**src/rtl/hazard_ctrl.sv**
```systemverilog
// hazard_ctrl: EX-stage operand hazard and pipeline stall/flush controller.
//
// Handles three hazard cases:
//   - Load-use hazards. A single-operand match is forwarded from the load in MEM. A
//     dual-operand match inserts DUAL_BUBBLES bubbles so the regfile supplies both
//     operands (write-first).
//   - Data-memory wait states. The pipeline is frozen and mem_timeout_err_o pulses
//     after WAIT_MAX consecutive not-ready cycles.
//   - Taken branches. IF/ID and ID/EX are flushed.
//
// Priority: memory wait freeze > branch flush > dual-match bubble > normal advance.
// Stall and flush outputs are combinational. forward_to_alu_o and mem_timeout_err_o are
// registered.
//
// Optional feature: define HAZARD_PERF_CNT_EN to add the 32-bit wrapping counters
// stall_cycles_o, flush_cnt_o and fwd_cnt_o.
//
// Ports:
//   clk_i             core clock
//   rst_i             synchronous active-high reset
//   id_rs1_i/rs2_i    ID-stage source register addresses
//   id_alu_src_sel_i  ID-stage ALU source select (REG uses rs1+rs2, IMM uses rs1)
//   ex_is_load_i      EX-stage instruction is a load
//   ex_rd_i           EX-stage destination register
//   mem_req_i         MEM-stage access active
//   mem_ready_i       data memory completed the access
//   branch_taken_i    EX-stage redirect
//   pc_stall_o, if_id_stall_o, id_ex_stall_o   hold PC / IF/ID / ID/EX
//   if_id_flush_o, id_ex_flush_o               clear IF/ID / ID/EX to NOP
//   forward_to_alu_o  [0]=src1, [1]=src2 take MEM load data (registered)
//   mem_timeout_err_o one-cycle pulse on wait timeout

`ifndef ALU_SRC_WIDTH
`define ALU_SRC_WIDTH 2
`endif
`ifndef ALU_SRC_REG
`define ALU_SRC_REG 2'd0
`endif
`ifndef ALU_SRC_IMM
`define ALU_SRC_IMM 2'd1
`endif

module hazard_ctrl #(
    parameter int unsigned REG_AW       = 5,
    parameter int unsigned WAIT_MAX     = 15,
    parameter int unsigned DUAL_BUBBLES = 2
) (
    input  logic                      clk_i,
    input  logic                      rst_i,
    input  logic [REG_AW-1:0]         id_rs1_i,
    input  logic [REG_AW-1:0]         id_rs2_i,
    input  logic [`ALU_SRC_WIDTH-1:0] id_alu_src_sel_i,
    input  logic                      ex_is_load_i,
    input  logic [REG_AW-1:0]         ex_rd_i,
    input  logic                      mem_req_i,
    input  logic                      mem_ready_i,
    input  logic                      branch_taken_i,
    output logic                      pc_stall_o,
    output logic                      if_id_stall_o,
    output logic                      id_ex_stall_o,
    output logic                      if_id_flush_o,
    output logic                      id_ex_flush_o,
    output logic [1:0]                forward_to_alu_o,
`ifdef HAZARD_PERF_CNT_EN
    output logic [31:0]               stall_cycles_o,
    output logic [31:0]               flush_cnt_o,
    output logic [31:0]               fwd_cnt_o,
`endif
    output logic                      mem_timeout_err_o
);

    localparam int unsigned WCW = $clog2(WAIT_MAX + 1);
    localparam int unsigned BCW = $clog2(DUAL_BUBBLES + 1);

    typedef enum logic [1:0] {StRun, StDual, StWait} state_e;

    state_e           state_q, state_d;
    state_e           ret_q, ret_d;     // state to resume once memory is ready
    state_e           cur;
    logic [BCW-1:0]   bub_q, bub_d;     // bubbles already issued for the current dual match
    logic [BCW-1:0]   bub_next;
    logic [WCW-1:0]   wait_cnt_q, wait_cnt_d;
    logic [1:0]       fwd_q, fwd_d;
    logic             err_q, err_d;
    logic             use1, use2, m1, m2, freeze;

    assign use1 = (id_alu_src_sel_i == `ALU_SRC_REG) || (id_alu_src_sel_i == `ALU_SRC_IMM);
    assign use2 = (id_alu_src_sel_i == `ALU_SRC_REG);
    assign m1   = use1 & ex_is_load_i & (id_rs1_i == ex_rd_i) & (ex_rd_i != '0);
    assign m2   = use2 & ex_is_load_i & (id_rs2_i == ex_rd_i) & (ex_rd_i != '0);

    // Once in WAIT only mem_ready matters; from other states a new miss starts the freeze.
    assign freeze = (state_q == StWait) ? ~mem_ready_i : (mem_req_i & ~mem_ready_i);
    // A wait cycle that completes behaves like the interrupted state.
    assign cur    = (state_q == StWait) ? ret_q : state_q;

    always_comb begin
        state_d       = state_q;
        ret_d         = ret_q;
        bub_d         = bub_q;
        bub_next      = '0;
        wait_cnt_d    = '0;
        err_d         = 1'b0;
        fwd_d         = fwd_q;
        pc_stall_o    = 1'b0;
        if_id_stall_o = 1'b0;
        id_ex_stall_o = 1'b0;
        if_id_flush_o = 1'b0;
        id_ex_flush_o = 1'b0;

        if (freeze) begin
            pc_stall_o    = 1'b1;
            if_id_stall_o = 1'b1;
            id_ex_stall_o = 1'b1;
            if (state_q != StWait) begin
                ret_d   = state_q;
                state_d = StWait;
            end
            wait_cnt_d = (wait_cnt_q == WCW'(WAIT_MAX)) ? wait_cnt_q : wait_cnt_q + 1'b1;
            err_d      = (wait_cnt_q == WCW'(WAIT_MAX - 1));
        end else if (branch_taken_i) begin
            if_id_flush_o = 1'b1;
            id_ex_flush_o = 1'b1;
            fwd_d         = 2'b00;
            state_d       = StRun;
            bub_d         = '0;
        end else if ((cur == StDual) || (m1 & m2)) begin
            // The detecting cycle is itself the first bubble.
            pc_stall_o    = 1'b1;
            if_id_stall_o = 1'b1;
            id_ex_flush_o = 1'b1;
            fwd_d         = 2'b00;
            bub_next      = ((cur == StDual) ? bub_q : '0) + 1'b1;
            if (bub_next >= BCW'(DUAL_BUBBLES)) begin
                state_d = StRun;
                bub_d   = '0;
            end else begin
                state_d = StDual;
                bub_d   = bub_next;
            end
        end else begin
            fwd_d   = {m2, m1};
            state_d = StRun;
        end

        if (rst_i) begin
            pc_stall_o    = 1'b0;
            if_id_stall_o = 1'b0;
            id_ex_stall_o = 1'b0;
            if_id_flush_o = 1'b0;
            id_ex_flush_o = 1'b0;
        end
    end

    always_ff @(posedge clk_i) begin
        if (rst_i) begin
            state_q    <= StRun;
            ret_q      <= StRun;
            bub_q      <= '0;
            wait_cnt_q <= '0;
            fwd_q      <= 2'b00;
            err_q      <= 1'b0;
        end else begin
            state_q    <= state_d;
            ret_q      <= ret_d;
            bub_q      <= bub_d;
            wait_cnt_q <= wait_cnt_d;
            fwd_q      <= fwd_d;
            err_q      <= err_d;
        end
    end

    assign forward_to_alu_o  = fwd_q;
    assign mem_timeout_err_o = err_q;

`ifdef HAZARD_PERF_CNT_EN
    logic [31:0] stall_cycles_q, flush_cnt_q, fwd_cnt_q;

    always_ff @(posedge clk_i) begin
        if (rst_i) begin
            stall_cycles_q <= '0;
            flush_cnt_q    <= '0;
            fwd_cnt_q      <= '0;
        end else begin
            if (pc_stall_o)    stall_cycles_q <= stall_cycles_q + 32'd1;
            // if_id_flush is only ever raised by a branch flush
            if (if_id_flush_o) flush_cnt_q    <= flush_cnt_q + 32'd1;
            if (!id_ex_stall_o && !id_ex_flush_o && (fwd_d != 2'b00))
                fwd_cnt_q <= fwd_cnt_q + 32'd1;
        end
    end

    assign stall_cycles_o = stall_cycles_q;
    assign flush_cnt_o    = flush_cnt_q;
    assign fwd_cnt_o      = fwd_cnt_q;
`endif

endmodule
```
**config.mk**
```make
export PLATFORM = sky130hd
export DESIGN_NAME = hazard_ctrl
export DESIGN_NICKNAME = d
export VERILOG_FILES = /design/src/rtl/hazard_ctrl.sv
export SDC_FILE = /design/constraint.sdc
export NUM_CORES = 1
export LEC_CHECK = 0
export BUFFER_PORTS_ARGS = -buffer_cell sky130_fd_sc_hd__buf_2
export CAP_MARGIN = 10
export CELL_PAD_IN_SITES_DETAIL_PLACEMENT = 1
export CELL_PAD_IN_SITES_GLOBAL_PLACEMENT = 1
export CORE_UTILIZATION = 32
export DETAILED_ROUTE_END_ITERATION = 10
export PLACE_DENSITY = 0.75
export SETUP_SLACK_MARGIN = 0.2
export SLEW_MARGIN = 10
export SYNTH_ARGS = -nofsm -noshare
export SYNTH_HDL_FRONTEND = slang
export SYNTH_SLANG_ARGS = --single-unit
```
**constraint.sdc**
```tcl
create_clock -name clk_i -period 2.57 [get_ports clk_i]
set_clock_uncertainty 0.15 [all_clocks]
set_input_delay 0.3855 -clock clk_i [delete_from_list [all_inputs] [get_ports clk_i]]
set_output_delay 0.3855 -clock clk_i [all_outputs]
set_load 0.1 [all_outputs]
```
==> results of run 1 <==
==> routing by layer <==
layer  vias up  GRT usage (%)  wire, microns
li1        402              -              -
met1       390          20.00            896
met2        17          40.89           1345
met3         4          2.727             52
met4         0          8.571             35
met5         -              0              0
==> synth_stat cells <==
library cell	count	area, sq um
o211a_1	1	10.01
a31oi_1	2	12.51
nor2b_1	2	12.51
xor2_1	3	26.28
nor3b_1	1	7.510
a211oi_1	1	7.510
nor2_1	10	37.54
nand2_1	10	37.54
nand3_1	7	35.03
nand4_1	1	6.260
o21ai_2	1	8.760
inv_1	5	18.77
nor4_1	1	6.260
o21ai_0	1	5.000
xnor2_1	8	70.07
o21ai_1	1	5.000
nor3_1	4	20.02
buf_4	1	7.510
or2_1	2	12.51
and2b_1	1	7.510
nand3b_1	1	7.510
ha_1	3	37.54
a21oi_1	5	25.02
nor4_2	2	25.02
buf_1	1	3.750
a21oi_2	1	8.760
dfxtp_1	13	260.3
or4_1	1	7.510
or3_1	1	6.260
and3_1	1	6.260
==> worst paths after layout <==
kind                       startpoint             endpoint  slack (ps)
setup / recovery           ex_rd_i[2]        if_id_stall_o         120
hold / removal                  rst_i  forward_to_alu_o[0]         290
setup reg to reg           state_q[1]             bub_q[0]         820
hold reg to reg   forward_to_alu_o[0]  forward_to_alu_o[0]         310
==> sequential cells by signal, summed over array words and instances (netlist names) <==
name               flops
bub_q                  2
forward_to_alu_o       2
mem_timeout_err_o      1
ret_q                  2
state_q                2
wait_cnt_q             4
==> final cells by class <==
type / count / area share, %
Multi-Input combinational cell: 72 / 46.15
Clock buffer: 4 / 2.130
Tap cell: 28 / 2.840
Inverter: 5 / 1.521
Sequential cell: 13 / 21.10
Timing Repair Buffer: 40 / 26.27
==> cells by family after synthesis <==
kind of cell               synth area share, %
DFF                                      35.08
buffers and inverters                    4.047
xor gates and xnor gates                 12.99
AOI/OAI and AO/OA                        11.13
adders and majority gates                5.060
and+or+nand+nor                          31.71
==> critical path: stages <==
cell,delay (ps)
buf_6,100
buf_4,120
xnor2_1,140
nand3_1,150
nor4_4,200
a21oi_2,100
or2_4,280
a21oi_4,200
buf_8,230
==> report_power, final <==
group | leakage [nW] | total, W | switching [W] | internal [W]
Sequential | 0.105 | 0.000206 | 0.00000248 | 0.000203
Clock | 0.0150 | 0.000124 | 0.0000635 | 0.0000602
Combinational | 0.414 | 0.000143 | 0.0000793 | 0.0000632
Total | 0.534 | 0.000472 | 0.000145 | 0.000326
==> per-stage QoR <==
stage	hold slack (ps)	utilization [%]	cells
final	292.4	56.31	162
after detailed placement	301.0	48.43	156
after global placement	286.5	48.43	156
after floorplan	295.2	-	92
after global routing	294.6	56.31	162
after CTS	287.1	53.23	162
==> repair_timing <==
action / CTS / global route
resized for setup: 16 / 19
buffers inserted: 2 / 0
hold buffers: 0 / 0
pin swaps: 5 / 1
setup endpoints to repair: 3 / 5
==> metrics.txt, run 1 <==
sequential area share after synthesis=a little over a third; initial antenna violation count=0; total of max-cap violations=0; Final Hold Viols=0; antenna viol nets, final=0; DRT Pass-1 Iters=4; Setup WS post-layout=about 120 ps; Cells after Synth=92; Worst-path clk slew=about 70 ps; DR vias=around 810; IO buf count=30; setup TNS=0 ps; WL/cell=around 14 microns; Startpoint Class=primary input; fin nets=161; Slew HR=roughly two thirds; DIE HEIGHT=about 50 microns; DR vias/cell=about 5; Warnings, synthesis=0; Post-Syn Area=742.0 sq um; FILL cells=275; drt first-iter violations=6; Clock Sinks=13; Die ar.=0.002515 sq mm; leakage=0.5336 nW; RD Place Congestion=0.7938; final worst-path cycle share=a little over nine tenths; core area=0.002191 sq mm; fmax=408.3 MHz; syn nets=118; CTS max path bufs=2; total wire length=2330 microns; Final Cell Area=0.001234 sq mm; Top Ports=31; final setup vio count=0; Die Width=50.15 microns; effective utilization at floorplan=33.87%; hpwl dp=approximately 1800 microns; Critical Path Sink Type=output port; first-pass GRT wire length=3767 microns; most common cell after layout, fill and taps aside=buf_2; clock latency at the later pin of the worst-skew pair=~280 ps; RSZ-0062 raised after global routing=true; total power=0.0004718 W; Max VDD drop=321.3 uV; gr ovfl total=0; critical setup path kind=in2out; status=completed; WHS Path Cells=2; flip-flop and latch count after synthesis=13; CTS Buf Count=3; TritonCTS clock tree=yes; GRT Util Overall=20.29%; vias in the first global route=861; largest net degree at the start of global routing=10; Reg2Reg Depth=7; Synth Area per Inst=8.065 sq um; share of cells above drive strength 1=between 40% and 50%; FF+latch area=260.3 sq um; Max FO, Critical Path=3; Power Density=382.5 mW/mm^2; Area Growth Syn to Fin=66.27%; Inserted Diodes=0; DRC=0; max-slew violations=0; footprint of the multi-input gates=569.3 sq um; Core Rows=17; minimum clock period after layout=2449 ps; htree depth=1; clock root cell=clkbuf_4; Worst-Margin Slew=494.0 ps; pre-CTS WS=-118.0 ps; worst min path class=in2reg; Area after DPL=roughly 0.0011 sq mm; post-synthesis cell type count=30; commonest non-fill, non-tap cells in the layout=buf_2, dfxtp_1, buf_4; Critical Path AT=1910 ps; CP Data Required Time=2030 ps
(Power assumes the default switching activity.)
==> run 2: changes to the inputs <==
--- a/config.mk
+++ b/config.mk
@@ -9,9 +9,9 @@
 export CAP_MARGIN = 10
 export CELL_PAD_IN_SITES_DETAIL_PLACEMENT = 1
 export CELL_PAD_IN_SITES_GLOBAL_PLACEMENT = 1
-export CORE_UTILIZATION = 32
+export CORE_UTILIZATION = 35
 export DETAILED_ROUTE_END_ITERATION = 10
-export PLACE_DENSITY = 0.75
+export PLACE_DENSITY = 0.81
 export SETUP_SLACK_MARGIN = 0.2
 export SLEW_MARGIN = 10
 export SYNTH_ARGS = -nofsm -noshare
==> constraint.sdc (replaced) <==
create_clock -name clk_i -period 2.92 [get_ports clk_i]
set_clock_uncertainty 0.15 [all_clocks]
set_input_delay 0.146 -clock clk_i [delete_from_list [all_inputs] [get_ports clk_i]]
set_output_delay 0.146 -clock clk_i [all_outputs]
set_load 0.1 [all_outputs]
==> run 2 against run 1 <==
  * Global-route usage fell by 0.14 points
  * Clock power fell by 6%
  * Non-clock buffer count fell by 9
  * Combinational power fell by 41%
  * Critical endpoint is now pc_stall_o
  * Largest power group unchanged
==> metrics.txt, run 2 (synthesis gave the netlist of run 1 again) <==
reg2reg start=state_q[1]; Core Rows=16 (-1); post-layout util=48.30% (-8.0 points); footprint of the multi-input gates=460.4 sq um (-19%); share of cells above drive strength 1=32.00% (-14 points); first-pass GRT wire length=3091 microns (-18%); max reg flops=4 (unchanged); Max VDD drop=265.7 uV (-17%); htree depth=1 (unchanged); critical path's largest stage delay=430 ps (+150 ps); Internal Power=0.0002605 W (-20%); cts hold-fix bufs=0 (unchanged); FF+latch area=260.3 sq um (unchanged); most common cell after layout, fill and taps aside=buf_2; Combinational Power Share=22.1% (-8.1 points); DRC=0 (unchanged); max-slew violations=0 (unchanged); critical setup path kind=reg2out; FILL cells=266 (-3.3%); Worst Setup SP=state_q[1]; Biggest register=wait_cnt_q; DRT Pass-1 Iters=4 (unchanged); total wire length=1968 microns (-16%); Global Route met1 Usage=23.18% (+3.2 points); final worst-path cycle share=81.03%; effective utilization at floorplan=37.44% (+3.6 points); fin nets=152 (-5.6%); Clock Sinks=13 (unchanged); Slew HR=67.36% (about the same); Worst-Margin Slew=493.0 ps (-0.9850 ps); leakage=0.4191 nW (-21%); antenna viol nets, final=0 (unchanged); Flop pwr share=47.4% (+3.8 points); DR vias/cell=4.862 (-3.1%); GR Util met2=35.68% (-5.2 points); critical path's slowest cell=buf_2; fmax=between 400 and 500 MHz; total power=0.0003818 W (-19%); CTS max path bufs=2 (unchanged); total of max-cap violations=0 (unchanged); Worst-path clk slew=80 ps (about the same); Power Density=398.8 mW/mm^2 (+4.3%); worst path bufs/invs=1 (-2); setup TNS=0 ps (unchanged); RD Place Congestion=0.7805 (-1.7%); sw frac=31.77% (+0.96 points); minimum clock period after layout=2366 ps; RSZ-0062 raised after global routing=false; Die Width=48.04 microns (-4.2%); CP top delay family=simple AND/OR/NAND/NOR gates; clock latency at the later pin of the worst-skew pair=280 ps (about the same); Max FO, Critical Path=5 (+2); drt first-iter violations=13 (+7); commonest non-fill, non-tap cells in the layout=buf_2, dfxtp_1, nand2_1, nor2_1, xnor2_1; clock root cell=clkbuf_4; Die ar.=0.002308 sq mm (-8.2%); largest net degree at the start of global routing=11 (+1); GRT busiest layer=met2; launch point of the worst hold path=rst_i; total net switching power=0.0001213 W (-17%); core area=0.001982 sq mm (-9.5%); status=completed; final setup vio count=0 (unchanged); Final Hold Viols=0 (unchanged); initial antenna violation count=0 (unchanged); Critical Path AT=2070 ps (+160 ps); Crit path top cell by count=a21oi_2; WL/cell=12.95 microns (-10%); Startpoint Class=register; cell chain of the critical path=nor2b_1 -> nand3b_1 -> o21ai_1 -> a21oi_2 -> or2_1 -> a21oi_2 -> buf_2; clock power share=30.5% (+4.3 points); met3 Resource Use GR=6.792% (+4.1 points); Area Growth Syn to Fin=29.00%; gr ovfl total=0 (unchanged); worst min path class=in2reg; pre-CTS WS=728.9 ps (+846.9 ps); cts repair resizes=0 (-16); hpwl dp=1573 microns (-13%); Inserted Diodes=0 (unchanged); CP Data Required Time=2620 ps (+590 ps); DR vias=739 (-9.1%); Setup WS post-layout=554.1 ps (+433.3 ps); Critical Path Sink Type=output port; IO buf count=30 (unchanged); DIE HEIGHT=48.04 microns (-4.2%); vias in the first global route=698 (-19%); Top Ports=31 (unchanged); GRT Util Overall=20.15% (-0.14 points); TritonCTS clock tree=yes; CTS Buf Count=3 (unchanged); postcts setup bufs=0 (-2)
run 2: through the flow:
stage / area (sq um) / instances / hold WS [ps]
after floorplan: 750.7 / 92 / 188.4
after global placement: 930.9 / 148 / 286.6
after detailed placement: 930.9 / 148 / 305.2
after CTS: 957.2 / 152 / 1.472
after global routing: 957.2 / 152 / 10.02
final: 957.2 / 152 / 7.758
run 2: cell type report:
type | count | share of cell area, %
well taps | 27 | 3.529
repair buffers | 31 | 16.47
clock buffers | 4 | 2.745
flip-flops and latches | 13 | 27.19
inverters | 5 | 1.961
multi-input cells | 72 | 48.10
run 2: metal layers:
layer / vias to the layer above / wire, microns
li1: 384 / -
met4: 0 / 21
met5: - / 0
met1: 341 / 850
met2: 10 / 1037
met3: 4 / 59
run 2: final timing paths:
check	slack (ps)	cells after the start	endpoint
min	8	2	forward_to_alu_o[0]
max reg2reg	1180	6	state_q[0]
max	550	7	pc_stall_o
min reg2reg	310	2	forward_to_alu_o[0]
run 2: power groups by stage:
stage          clock network, W  logic [W]  registers, W
2_1_floorplan                 0  0.0000557      0.000185
3_3_place_gp                  0  0.0000822      0.000185
3_5_place_dp                  0  0.0000849      0.000185
4_1_cts                0.000120  0.0000853      0.000181
5_1_grt                0.000128  0.0000907      0.000181
6_report               0.000117  0.0000843      0.000181
run 2: worst register-to-register path: stages, from the launching register on:
cell and delay (ps):
dfxtp_1 380, nor2b_1 200, nand3b_1 90, o21ai_1 190, nand2_1 100, ha_1 290
nor4_1 250
==> run 3: changes to the inputs <==
--- a/config.mk
+++ b/config.mk
@@ -9,9 +9,9 @@
 export CAP_MARGIN = 10
 export CELL_PAD_IN_SITES_DETAIL_PLACEMENT = 1
 export CELL_PAD_IN_SITES_GLOBAL_PLACEMENT = 1
-export CORE_UTILIZATION = 35
+export CORE_UTILIZATION = 29
 export DETAILED_ROUTE_END_ITERATION = 10
-export PLACE_DENSITY = 0.81
+export PLACE_DENSITY = 0.72
 export SETUP_SLACK_MARGIN = 0.2
 export SLEW_MARGIN = 10
 export SYNTH_ARGS = -nofsm -noshare
==> constraint.sdc (replaced) <==
create_clock -name clk_i -period 2.15 [get_ports clk_i]
set_clock_uncertainty 0.15 [all_clocks]
set_input_delay 0.1075 -clock clk_i [delete_from_list [all_inputs] [get_ports clk_i]]
set_output_delay 0.1075 -clock clk_i [all_outputs]
set_load 0.1 [all_outputs]
==> run 3 against run 2 <==
  * Design area grew 25%
  * Routed wire length increased by 7.7%
  * Critical endpoint is now id_ex_flush_o
  * Flip-flop and latch count unchanged
  * Clock power increased by 27%
  * Critical path type is now in2out
==> metrics.txt, run 3 (synthesis gave the netlist of run 1 again) <==
RD Place Congestion=0.7409 (-5.1%); worst min path class=in2reg; Startpoint Class=primary input; drt first-iter violations=8 (-5); Slew HR=67.69% (+0.33 points); Core Rows=17 (+1); Critical Path AT=1660 ps (-410 ps); initial antenna violation count=0 (unchanged); DIE HEIGHT=52.58 microns (+9.5%); CP top delay family=simple AND/OR/NAND/NOR gates; total wire length=2119 microns (+7.7%); post-layout util=51.43% (+3.1 points); Area Growth Syn to Fin=60.71%; IO buf count=30 (unchanged); setup TNS=0 ps (unchanged); clock latency at the later pin of the worst-skew pair=270 ps (about the same); fmax=521.7 MHz; Worst-Margin Slew=488.1 ps (-4.926 ps); DR vias/cell=4.957 (+2.0%); hpwl dp=1625 microns (+3.3%); WL/cell=13.08 microns (+1.0%); CP Data Required Time=1890 ps (-730 ps); FILL cells=289 (+8.6%); cts hold-fix bufs=0 (unchanged); Reg2Reg Depth=8 (+2); CTS max path bufs=2 (unchanged); Inserted Diodes=0 (unchanged); DRT Pass-1 Iters=3 (-1); Flop pwr share=44.8% (-2.6 points); total of max-cap violations=0 (unchanged); Final Hold Viols=0 (unchanged); leakage=0.5110 nW (+22%); sw frac=31.14% (-0.62 points); total net switching power=0.0001706 W (+41%); minimum clock period after layout=1917 ps; Max VDD drop=395.2 uV (+49%); htree depth=1 (unchanged); Final Cell Area=0.001192 sq mm (+25%); share of cells above drive strength 1=47.76% (+16 points); fin nets=161 (+5.9%); Biggest register=wait_cnt_q; hold slack=27.51 ps (+19.76 ps); DRC=0 (unchanged); footprint of the multi-input gates=555.5 sq um (+21%); effective utilization at floorplan=32.00% (-5.4 points); Critical Path Sink Type=output port; RSZ-0062 raised after global routing=true; FF+latch area=262.8 sq um (+0.96%); clock power share=27.2% (-3.3 points); WHS Path Cells=2 (unchanged); Clock Sinks=13 (unchanged); TritonCTS clock tree=yes; max reg flops=4 (unchanged); Area after DPL=0.001026 sq mm (+10%); Max FO, Critical Path=3 (-2); status=completed; GRT Util Overall=18.81% (-1.3 points); Top Ports=31 (unchanged); clock root cell=clkbuf_4; largest net degree at the start of global routing=10 (-1); Combinational Power Share=28.0% (+5.9 points); max-slew violations=0 (unchanged); critical path's largest stage delay=540 ps (+110 ps); first-pass GRT wire length=3753 microns (+21%); antenna viol nets, final=0 (unchanged); commonest non-fill, non-tap cells in the layout=buf_2, buf_4, dfxtp_1; worst path bufs/invs=2 (+1); gr ovfl total=0 (unchanged); WP depth=8 (+1); cell chain of the critical path=buf_4 -> or4_4 -> o21ai_4 -> nor4_4 -> a21oi_2 -> and2b_2 -> nor3_4 -> buf_12; DR vias=803 (+8.7%); final worst-path cycle share=89.16%; Worst-path clk slew=80 ps (about the same); Internal Power=0.0003771 W (+45%); critical path's slowest cell=or4_4; Die ar.=0.002765 sq mm (+20%); CTS Buf Count=3 (unchanged); total power=0.0005477 W (+43%); final setup vio count=0 (unchanged); vias in the first global route=856 (+23%); core area=0.002318 sq mm (+17%); most common cell after layout, fill and taps aside=buf_2; Die Width=52.58 microns (+9.5%); critical setup path kind=in2out; Power Density=459.3 mW/mm^2 (+15%)
==> run 3: cell count changes in the layout (fill, tap and decap cells not counted), sizes merged <==
cell      change
clkinvlp      +1
buf           +9
inv           -1
==> run 3: routing by layer <==
metal / vias up / routed length [microns] / track usage (%)
li1: 399 / - / -
met1: 384 / 923 / 20.35
met2: 18 / 1086 / 35.02
met3: 2 / 87 / 5.797
met4: 0 / 21 / 4.386
met5: - / 0 / 0
==> run 3: what timing repair did <==
| item | 4_1_cts | 5_1_grt |
|---|---|---|
| pin swaps | 9 | 3 |
| endpoints found under the hold margin | 0 | 0 |
| buffers inserted | 7 | 1 |
| endpoints found under the setup margin | 5 | 4 |
| resized for setup | 23 | 1 |
==> run 3: stage by stage <==
| stage | cells | worst slack, ps |
|---|---|---|
| 2_1_floorplan | 92 | -24.45 |
| 4_1_cts | 161 | 203.3 |
| 6_report | 162 | 233.1 |
| 3_5_place_dp | 150 | -14.42 |
| 3_3_place_gp | 150 | 53.76 |
| 5_1_grt | 162 | 145.5 |
==> run 3: final timing paths <==
check,endpoint,startpoint,slack [ps]
worst max-delay path,id_ex_flush_o,ex_rd_i[2],230
worst min-delay path,ret_q[0],rst_i,30
worst max register to register,state_q[0],state_q[1],350
worst min register to register,forward_to_alu_o[1],forward_to_alu_o[1],310
==> run 3: area by class of cell <==
type                       count  area share [%]
multi-input combinational     72           46.59
tap                           28           2.938
sequential                    13           22.04
timing repair buffer          40           24.34
clock buffer                   4           2.204
inverter                       5           1.889
==> run 3: worst register-to-register path, delay by kind of cell, from the launching register on <==
kind | cells | cell delay [ps]
AOI/OAI and AO/OA | 1 | 100
adders and majority gates | 1 | 320
buffers and inverters | 2 | 240
DFF | 1 | 340
and+or+nand+nor | 4 | 550
==> run 3: power by group through the flow <==
| stage | registers [W] | logic [W] | clock network, W |
|---|---|---|---|
| after floorplan | 0.000251 | 0.0000911 | 0 |
| final | 0.000245 | 0.000153 | 0.000149 |
| after detailed placement | 0.000251 | 0.000135 | 0 |
| after global placement | 0.000251 | 0.000132 | 0 |
| after CTS | 0.000245 | 0.000153 | 0.000157 |
| after global routing | 0.000246 | 0.000163 | 0.000167 |
